**src/rtl/io_page_pkg.sv**
```systemverilog
// Shared definitions for the I/O page responder: register word offsets,
// access FSM encoding, timer reset constants and a byte-lane merge helper.
package io_page_pkg;

  // Word offsets, i.e. addr[7:1]; byte address 0xFFnn maps to nn >> 1.
  localparam logic [6:0] OFS_LED     = 7'h00;
  localparam logic [6:0] OFS_HEX     = 7'h01;
  localparam logic [6:0] OFS_INPUT   = 7'h02;
  localparam logic [6:0] OFS_COUNT   = 7'h03;
  localparam logic [6:0] OFS_COMPARE = 7'h04;
  localparam logic [6:0] OFS_STATUS  = 7'h05;
  localparam logic [6:0] OFS_PRELOAD = 7'h06;

  localparam logic [15:0] COMPARE_RST = 16'hFFFF;
  localparam logic [15:0] PRELOAD_RST = 16'h0000;

  typedef enum logic {
    ST_IDLE,
    ST_ACK
  } state_e;

  function automatic logic [15:0] byte_merge(input logic [15:0] old_v,
                                             input logic [15:0] new_v,
                                             input logic [1:0]  be);
    byte_merge = {be[1] ? new_v[15:8] : old_v[15:8],
                  be[0] ? new_v[7:0]  : old_v[7:0]};
  endfunction

endpackage

```
**src/rtl/io_timer.sv**
```systemverilog
// Prescaled 16-bit up-counter with compare match and sticky interrupt.
module io_timer
  import io_page_pkg::*;
#(
  parameter int unsigned PRE_W = 16
) (
  input  logic        clk,
  input  logic        nreset,
  input  logic [1:0]  cmp_we_i,
  input  logic [1:0]  pre_we_i,
  input  logic [15:0] wdata_i,
  input  logic        irq_clr_i,
  output logic [15:0] count_o,
  output logic [15:0] compare_o,
  output logic [15:0] preload_o,
  output logic        irq_o
);

  logic [PRE_W-1:0] pre_q, pre_d;
  logic [PRE_W-1:0] preload_q, preload_d;
  logic [15:0]      count_q, count_d;
  logic [15:0]      compare_q, compare_d;
  logic             irq_q, irq_d;
  logic             tick;

  always_comb begin
    tick      = (pre_q == '0);
    pre_d     = tick ? preload_q : pre_q - PRE_W'(1);
    count_d   = tick ? count_q + 16'd1 : count_q;
    // Only a fresh arrival at COMPARE sets irq; a set beats a same-cycle clear.
    irq_d     = (tick && (count_d == compare_q)) || (irq_q && !irq_clr_i);
    compare_d = byte_merge(compare_q, wdata_i, cmp_we_i);
    preload_d = PRE_W'(byte_merge(16'(preload_q), wdata_i, pre_we_i));
  end

  always_ff @(posedge clk or negedge nreset) begin
    if (!nreset) begin
      pre_q     <= '0;
      preload_q <= PRE_W'(PRELOAD_RST);
      count_q   <= '0;
      compare_q <= COMPARE_RST;
      irq_q     <= 1'b0;
    end else begin
      pre_q     <= pre_d;
      preload_q <= preload_d;
      count_q   <= count_d;
      compare_q <= compare_d;
      irq_q     <= irq_d;
    end
  end

  assign count_o   = count_q;
  assign compare_o = compare_q;
  assign preload_o = 16'(preload_q);
  assign irq_o     = irq_q;

endmodule

```
**src/rtl/io_page_responder.sv**
```systemverilog
// b16 bus responder for one address page: LED/HEX registers, synchronized
// switch/key inputs and a compare timer, each access taking one wait state.
module io_page_responder
  import io_page_pkg::*;
#(
  parameter logic [7:0]  BASE        = 8'hFF,
  parameter int unsigned PRE_W       = 16,
  parameter int unsigned SYNC_STAGES = 2
) (
  input  logic        clk,
  input  logic        nreset,
  input  logic [15:0] addr,
  input  logic        r,
  input  logic [1:0]  w,
  input  logic [15:0] dwrite,
  output logic [15:0] rdata,
  output logic        ready,
  input  logic [9:0]  sw_in,
  input  logic [3:0]  key_in,
  output logic [15:0] led_out,
  output logic [15:0] hex_out,
  output logic        irq
);

  state_e state_q, state_d;
  logic [15:0] led_q, led_d, hex_q, hex_d, rdata_q, rdata_d, rd_mux;
  logic [SYNC_STAGES-1:0][9:0] sw_sync_q;
  logic [SYNC_STAGES-1:0][3:0] key_sync_q;
  logic [9:0]  sw_sync;
  logic [3:0]  key_sync;
  logic [6:0]  ofs;
  logic        hit, acc;
  logic [1:0]  be, cmp_we, pre_we;
  logic        irq_clr;
  logic [15:0] count_w, compare_w, preload_w;
  logic        unused_addr0;

  assign unused_addr0 = addr[0];
  assign ofs      = addr[7:1];
  assign hit      = (addr[15:8] == BASE) && (r || (|w));
  assign acc      = (state_q == ST_IDLE) && hit;
  assign sw_sync  = sw_sync_q[SYNC_STAGES-1];
  assign key_sync = key_sync_q[SYNC_STAGES-1];

  always_ff @(posedge clk or negedge nreset) begin
    if (!nreset) begin
      sw_sync_q  <= '0;
      key_sync_q <= '0;
    end else begin
      sw_sync_q  <= {sw_sync_q[SYNC_STAGES-2:0], sw_in};
      key_sync_q <= {key_sync_q[SYNC_STAGES-2:0], key_in};
    end
  end

  always_ff @(posedge clk or negedge nreset) begin
    if (!nreset) state_q <= ST_IDLE;
    else         state_q <= state_d;
  end

  always_comb begin
    state_d = state_q;
    unique case (state_q)
      ST_IDLE: if (hit) state_d = ST_ACK;
      ST_ACK:  state_d = ST_IDLE;
      default: state_d = ST_IDLE;
    endcase
  end

  always_comb begin
    ready = !(acc && nreset);
  end

  // Writes and the read sample both happen on the IDLE->ACK edge; a read wins over a write.
  always_comb begin
    be      = (acc && !r) ? w : 2'b00;
    led_d   = (ofs == OFS_LED) ? byte_merge(led_q, dwrite, be) : led_q;
    hex_d   = (ofs == OFS_HEX) ? byte_merge(hex_q, dwrite, be) : hex_q;
    cmp_we  = (ofs == OFS_COMPARE) ? be : 2'b00;
    pre_we  = (ofs == OFS_PRELOAD) ? be : 2'b00;
    irq_clr = (ofs == OFS_STATUS) && be[0] && dwrite[0];
    case (ofs)
      OFS_LED:     rd_mux = led_q;
      OFS_HEX:     rd_mux = hex_q;
      OFS_INPUT:   rd_mux = {~key_sync, 2'b00, sw_sync};
      OFS_COUNT:   rd_mux = count_w;
      OFS_COMPARE: rd_mux = compare_w;
      OFS_STATUS:  rd_mux = {15'b0, irq};
      OFS_PRELOAD: rd_mux = preload_w;
      default:     rd_mux = '0;
    endcase
    rdata_d = (acc && r) ? rd_mux : '0;
  end

  always_ff @(posedge clk or negedge nreset) begin
    if (!nreset) begin
      led_q   <= '0;
      hex_q   <= '0;
      rdata_q <= '0;
    end else begin
      led_q   <= led_d;
      hex_q   <= hex_d;
      rdata_q <= rdata_d;
    end
  end

  io_timer #(.PRE_W(PRE_W)) u_timer (
    .clk       (clk),
    .nreset    (nreset),
    .cmp_we_i  (cmp_we),
    .pre_we_i  (pre_we),
    .wdata_i   (dwrite),
    .irq_clr_i (irq_clr),
    .count_o   (count_w),
    .compare_o (compare_w),
    .preload_o (preload_w),
    .irq_o     (irq)
  );

  assign rdata   = rdata_q;
  assign led_out = led_q;
  assign hex_out = hex_q;

endmodule

```
**config.mk**
```make
export PLATFORM = sky130hd
export DESIGN_NAME = io_page_responder
export DESIGN_NICKNAME = d
export VERILOG_FILES = /design/src/rtl/io_page_pkg.sv /design/src/rtl/io_timer.sv /design/src/rtl/io_page_responder.sv
export SDC_FILE = /design/constraint.sdc
export NUM_CORES = 1
export LEC_CHECK = 0
export CORE_MARGIN = 1
export CORE_UTILIZATION = 54
export DETAILED_ROUTE_END_ITERATION = 8
export HOLD_SLACK_MARGIN = 0.1
export PLACE_DENSITY_LB_ADDON = 0.2
export RECOVER_POWER = 25
export SETUP_SLACK_MARGIN = 0.3
export SYNTH_ARGS = -nofsm -noshare
export SYNTH_HDL_FRONTEND = slang
export SYNTH_SLANG_ARGS = --single-unit
export TNS_END_PERCENT = 10
```
**constraint.sdc**
```tcl
create_clock -name clk -period 3.7 [get_ports clk]
set_clock_uncertainty 0.15 [all_clocks]
set_input_delay 0.74 -clock clk [delete_from_list [all_inputs] [get_ports clk]]
set_output_delay 0.74 -clock clk [all_outputs]
set_load 0.02 [all_outputs]
```
# Word-level counts from Yosys, hierarchy flattened
# Index checks and enable logic that the tools add are counted.
[totals]
wordCells = 59
input_bits = 51
reg_bits = 142
[op_classes]
n_reduce_logical = 21
n_eq_ne = 8
n_mux = 9
add_sub_neg = 2
n_bitwise = 2
[op_table]
columns = ["cell", "count"]
rows = [
  ["$pmux W16 S7", 1],
  ["$mux W16", 3],
  ["$eq A7 B3 Y1 const B", 3],
  ["$add A16 B1 Y16 const B", 1],
  ["$eq A16 B16 Y1", 1],
  ["$logic_not A16 Y1", 1],
  ["$sub A16 B1 Y16 const B", 1],
  ["$eq A7 B2 Y1 const B", 2],
  ["$logic_and A1 B1 Y1", 9],
  ["$eq A8 B8 Y1 const B", 1],
  ["$reduce_and A2 Y1", 4],
  ["$eq A7 B1 Y1 const B", 1],
  ["$logic_not A7 Y1", 1],
  ["$mux W2", 3],
  ["$not A4 Y4", 1],
  ["$logic_not A1 Y1", 3],
  ["$logic_or A1 B1 Y1", 2],
  ["$pmux W1 S2", 1],
  ["$reduce_or A2 Y1", 1],
  ["$mux W1", 1],
  ["$not A1 Y1", 1],
]

# Depth between registers and ports, before layout
[logic_depth]
ltp_word = 11
ltp_mapped = 10
depth_no_buf = 9

# By module
# A second synthesis with hierarchy kept.
[unflattened]
cells_unflattened = 560
area_unflattened_um2 = 6767.7
[modules_own_cells]
columns = ["mod", "cells_per_inst", "seq_area_each_um2", "instances", "area_per_inst_um2"]
rows = [
  ["io_page_responder", 260, 1926.8, 1, 3384.5],
  ["io_timer", 300, 1646.6, 1, 3383.2],
]

# Least setup slack after synthesis
# No wires, ideal clock.
[synth_timing]
path_kind = "flip-flop to flip-flop"
startpoint = "reg u_timer.pre_q[0]"
endpoint = "reg u_timer.irq_q (netlist: u_timer.irq_o)"
slack_ns = 0.689
arrival_ns = 2.732
n_path_buf = 1
t_required_ns = 3.421
path_stages_with_launch = 11
path_cell_list = "dfrtp_1 inv_1 ha_1 or4b_4 or4_4 buf_6 or4_4 a32oi_1 o21ai_1 mux2i_1 o41ai_2"
[synth_between]
elab_chain_len = 5
[synth_rtl]
columns = ["item", "line_no", "text"]
rows = [
  ["from (decl)", "io_timer.sv:19", "logic [PRE_W-1:0] pre_q, pre_d;"],
  ["from (signal assigned)", "io_timer.sv:44", "pre_q <= pre_d;"],
  ["$logic_not A16 Y1 (*)", "io_timer.sv:27", "tick = (pre_q == '0);"],
  ["$mux W16", "io_timer.sv:29", "count_d = tick ? count_q + 16'd1 : count_q;"],
  ["$eq A16 B16 Y1", "io_timer.sv:31", "irq_d = (tick && (count_d == compare_q)) || (irq_q && !irq_clr_i);"],
  ["$logic_and A1 B1 Y1 (*)", "io_timer.sv:31", ""],
  ["$logic_or A1 B1 Y1 (*)", "io_timer.sv:31", ""],
  ["via u_timer.irq_d", "io_timer.sv:23", "logic irq_q, irq_d;"],
  ["to (signal assigned)", "io_timer.sv:48", "irq_q <= irq_d;"],
  ["to (decl)", "io_timer.sv:23", ""],
]
# Mark *: on every way through the listed nets, which the timed path passes. The rest lies on a longest branch.
# A chain may end at the register's enable or synchronous reset.

# Final worst setup path
# Same ends and word-level chain as after synthesis.

==> flow_metrics.tcl <==
set metrics [dict create \
    run_status "finished, final reports clean" \
    start_util_pct 55.42 \
    ir_drop_mv 0.3263 \
    htree_levels 4 \
    syn_to_final_growth_pct 28.59 \
    coreArea_sq_um 11420 \
    routedWlPerCell_um 19.98 \
    slew_headroom_pct 7.745 \
    drive_gt1_share_pct 21.97 \
    dp_hpwl_um 11190 \
    yosys.cell_types.count 50 \
    grt.total_usage_pct 28.02 \
    path_clk_slew_ns 0.06 \
    yosys_warnings 0 \
    synth-edff-count 0 \
    grt.overflow.total 0 \
    rows 39 \
    pwr_density_cell_nw_per_um2 481.7 \
    drv_cap 0 \
    cp-startpoint "u_timer.pre_q[0]" \
    min-delay-start "sw_sync_q[4]" \
    mostFrequentLayoutCells "126 x dfrtp_1, 83 x clkdlybuf4s50_1, 65 x mux2_2, 38 x a22oi_1, 33 x nor2_1" \
    async_reset_ff_share_pct 100.0 \
    postRouteAntennaNets 0 \
    ys_ff_latch 142 \
    drc 0 \
    rsz0062_at_grt "no" \
    die_h_um 110.3 \
    finalInstanceArea_sq_um 8138 \
    crit_buf_inv 1 \
    timing_hold_violations_final 0 \
    utilization_pct 71.27 \
    clockBufferDepth 2 \
    cp_max_fo 5 \
    grt_max_degree 58 \
    critPathMaxStageDelay_ns 0.59 \
    clockRootBuffer "clkbuf_16" \
    crit_path_top_delay_cell "or4_4" \
    cp-start-kind "flop" \
    dr.pass1.iters 5 \
    synth_fp_nets 581 \
    setup_viol 0 \
    grt_pass1_vias 4696 \
    antenna_found_initial 0 \
    grt_pass1_wl_um 24810 \
    seq_area_frac_synth_pct 56.47 \
    crit_required_ns 3.85 \
    viasPerCell 6.043 \
    max_freq_ghz 0.3065 \
    end_kind "flop" \
    cts_tree "yes" \
    nNetsFinal 692 \
    p_leak_nw 3.509 \
    fin_hold_ws_ns 0.1998 \
    criticalPathCategory "flop to flop" \
    setup-tns-final_ns 0 \
    cts_buffers 17 \
    synthFlopType "dfrtp_1" \
    crit_chain "inv_1 -> ha_1 -> or4b_4 -> or4_4 -> or3_1 -> xnor2_1 -> nor3_2 -> nand4_1 -> o41ai_2" \
    final_common_cell "dfrtp_1" \
    portBuffers 99 \
    io_pins 101 \
    placed_area_sq_um 7528 \
    fin_crit_ns 3.263 \
    slew_viol_final 0 \
    drt_iter0_markers 351 \
    reg2reg_from "u_timer.pre_q[0]" \
    via_count 4798 \
    die_area_sq_um 12160 \
    holdCritPathClass "flop to flop" \
    netlist_area_sq_um 6329 \
    cpLargestDelayFamily "simple AND/OR/NAND/NOR gates" \
    synthCells 527 \
    place.gp.congestion 0.8425 \
    clock_latency_ns 0.42 \
    syn_area_per_cell_sq_um 12.01 \
    worstPathArrival_ns 3.42 \
    fill_cells 801 \
    diodes 0 \
    fin_total_pwr_mw 3.920 \
    routed_wirelength_um 15870 \
    timing.final.crit_share_pct 88.19 \
    die_w_um 110.3 \
    worst_pin_slew_ns 1.384 \
    clock_sinks 142 \
]
report_power, final:
group          total, mW  internal [mW]  leakage (nW)  switching, mW
Combinational      0.442          0.224          1.40          0.218
Clock               1.70           1.07         0.286          0.626
Sequential          1.78           1.67          1.82          0.111
Total               3.92           2.96          3.51          0.955
metrics by stage:
stage	std cells	setup slack, ns
global route	794	0.3287
finish	794	0.4369
global placement	761	0.4581
floorplan	527	0.6887
detailed placement	761	0.4308
CTS	794	0.4023
cell type report:
class                      instances  area (sq um)  area share [%]
inverter                           8         30.03          0.3690
tap                              143         178.9           2.199
timing repair buffer             115          1110           13.64
clock inverter                    12         146.4           1.799
sequential                       142          3573           43.91
clock buffer                      20         446.7           5.489
multi-input combinational        354          2653           32.60
state kept, by name, summed over array words and instances, names as in the netlist:
name               flops
sw_sync_q             10
led_out               16
u_timer.count_o       16
hex_out               16
rdata                 16
u_timer.compare_o     16
sw_sync               10
u_timer.pre_q         16
u_timer.irq_o          1
key_sync_q             4
key_sync               4
state_q                1
u_timer.preload_o     16
layer usage:
layer / share of wire, % / track usage, %
met5: 0 / 0
met2: 47 / 42.19
met1: 45 / 40.24
met3: 7.3 / 7.231
met4: 1.2 / 7.895
repair_timing:
item	4_1_cts	5_1_grt
setup endpoints to repair	0	1
gates resized for setup	0	2
hold buffers	1	0
buffers inserted	0	0
hold endpoints to repair	27	0
worst register-to-register path: stages (launching register included):
cell	delay (ns)
dfrtp_1	0.40
inv_1	0.11
ha_1	0.15
or4b_4	0.50
or4_4	0.59
or3_1	0.47
xnor2_1	0.17
nor3_2	0.17
nand4_1	0.18
o41ai_2	0.26
cells in the mapped netlist, drive strengths merged, types with 4 or more instances:
library cell	count	area [sq um]
a21oi	23	115.1
a22oi	38	285.3
a31oi	15	93.84
and3	5	31.28
clkbuf	21	78.83
dfrtp	126	3153
dfstp	16	420.4
inv	8	30.03
mux2	65	732.0
nand2	28	105.1
nand3	13	65.06
nand4	9	56.30
nor2	33	123.9
nor2b	4	25.02
nor3	14	86.34
nor4	9	71.32
o21ai	6	30.02
or3	6	37.54
or4	5	56.30
xnor2	31	271.5
xor2	13	113.9
path summary, 6_finish.rpt:
kind                                  to  slack (ns)  cells after the start
setup / recovery           u_timer.irq_o        0.44                      9
hold / removal                sw_sync[4]        0.20                      0
setup reg to reg           u_timer.irq_o        0.44                      9
hold reg to reg               sw_sync[4]        0.20                      0
max in group asynchronous     sw_sync[6]        1.09                      3
min in group asynchronous    led_out[10]        0.64                      2
cell families (layout without fill, tap and decap cells):
logic type               after synthesis  count (layout)  synth area share [%]
XOR/XNOR                              45              45                 6.445
adder cells (fa/ha/maj)                3               3                0.5932
flip-flops                           142             142                 56.46
buffers and inverters                 31             155                 1.957
AO/OA/AOI/OAI                         96              96                 10.22
AND/OR/NAND/NOR                      143             143                 12.44
multiplexers                          67              67                 11.88
No activity file was read; power rests on OpenSTA's default activity.
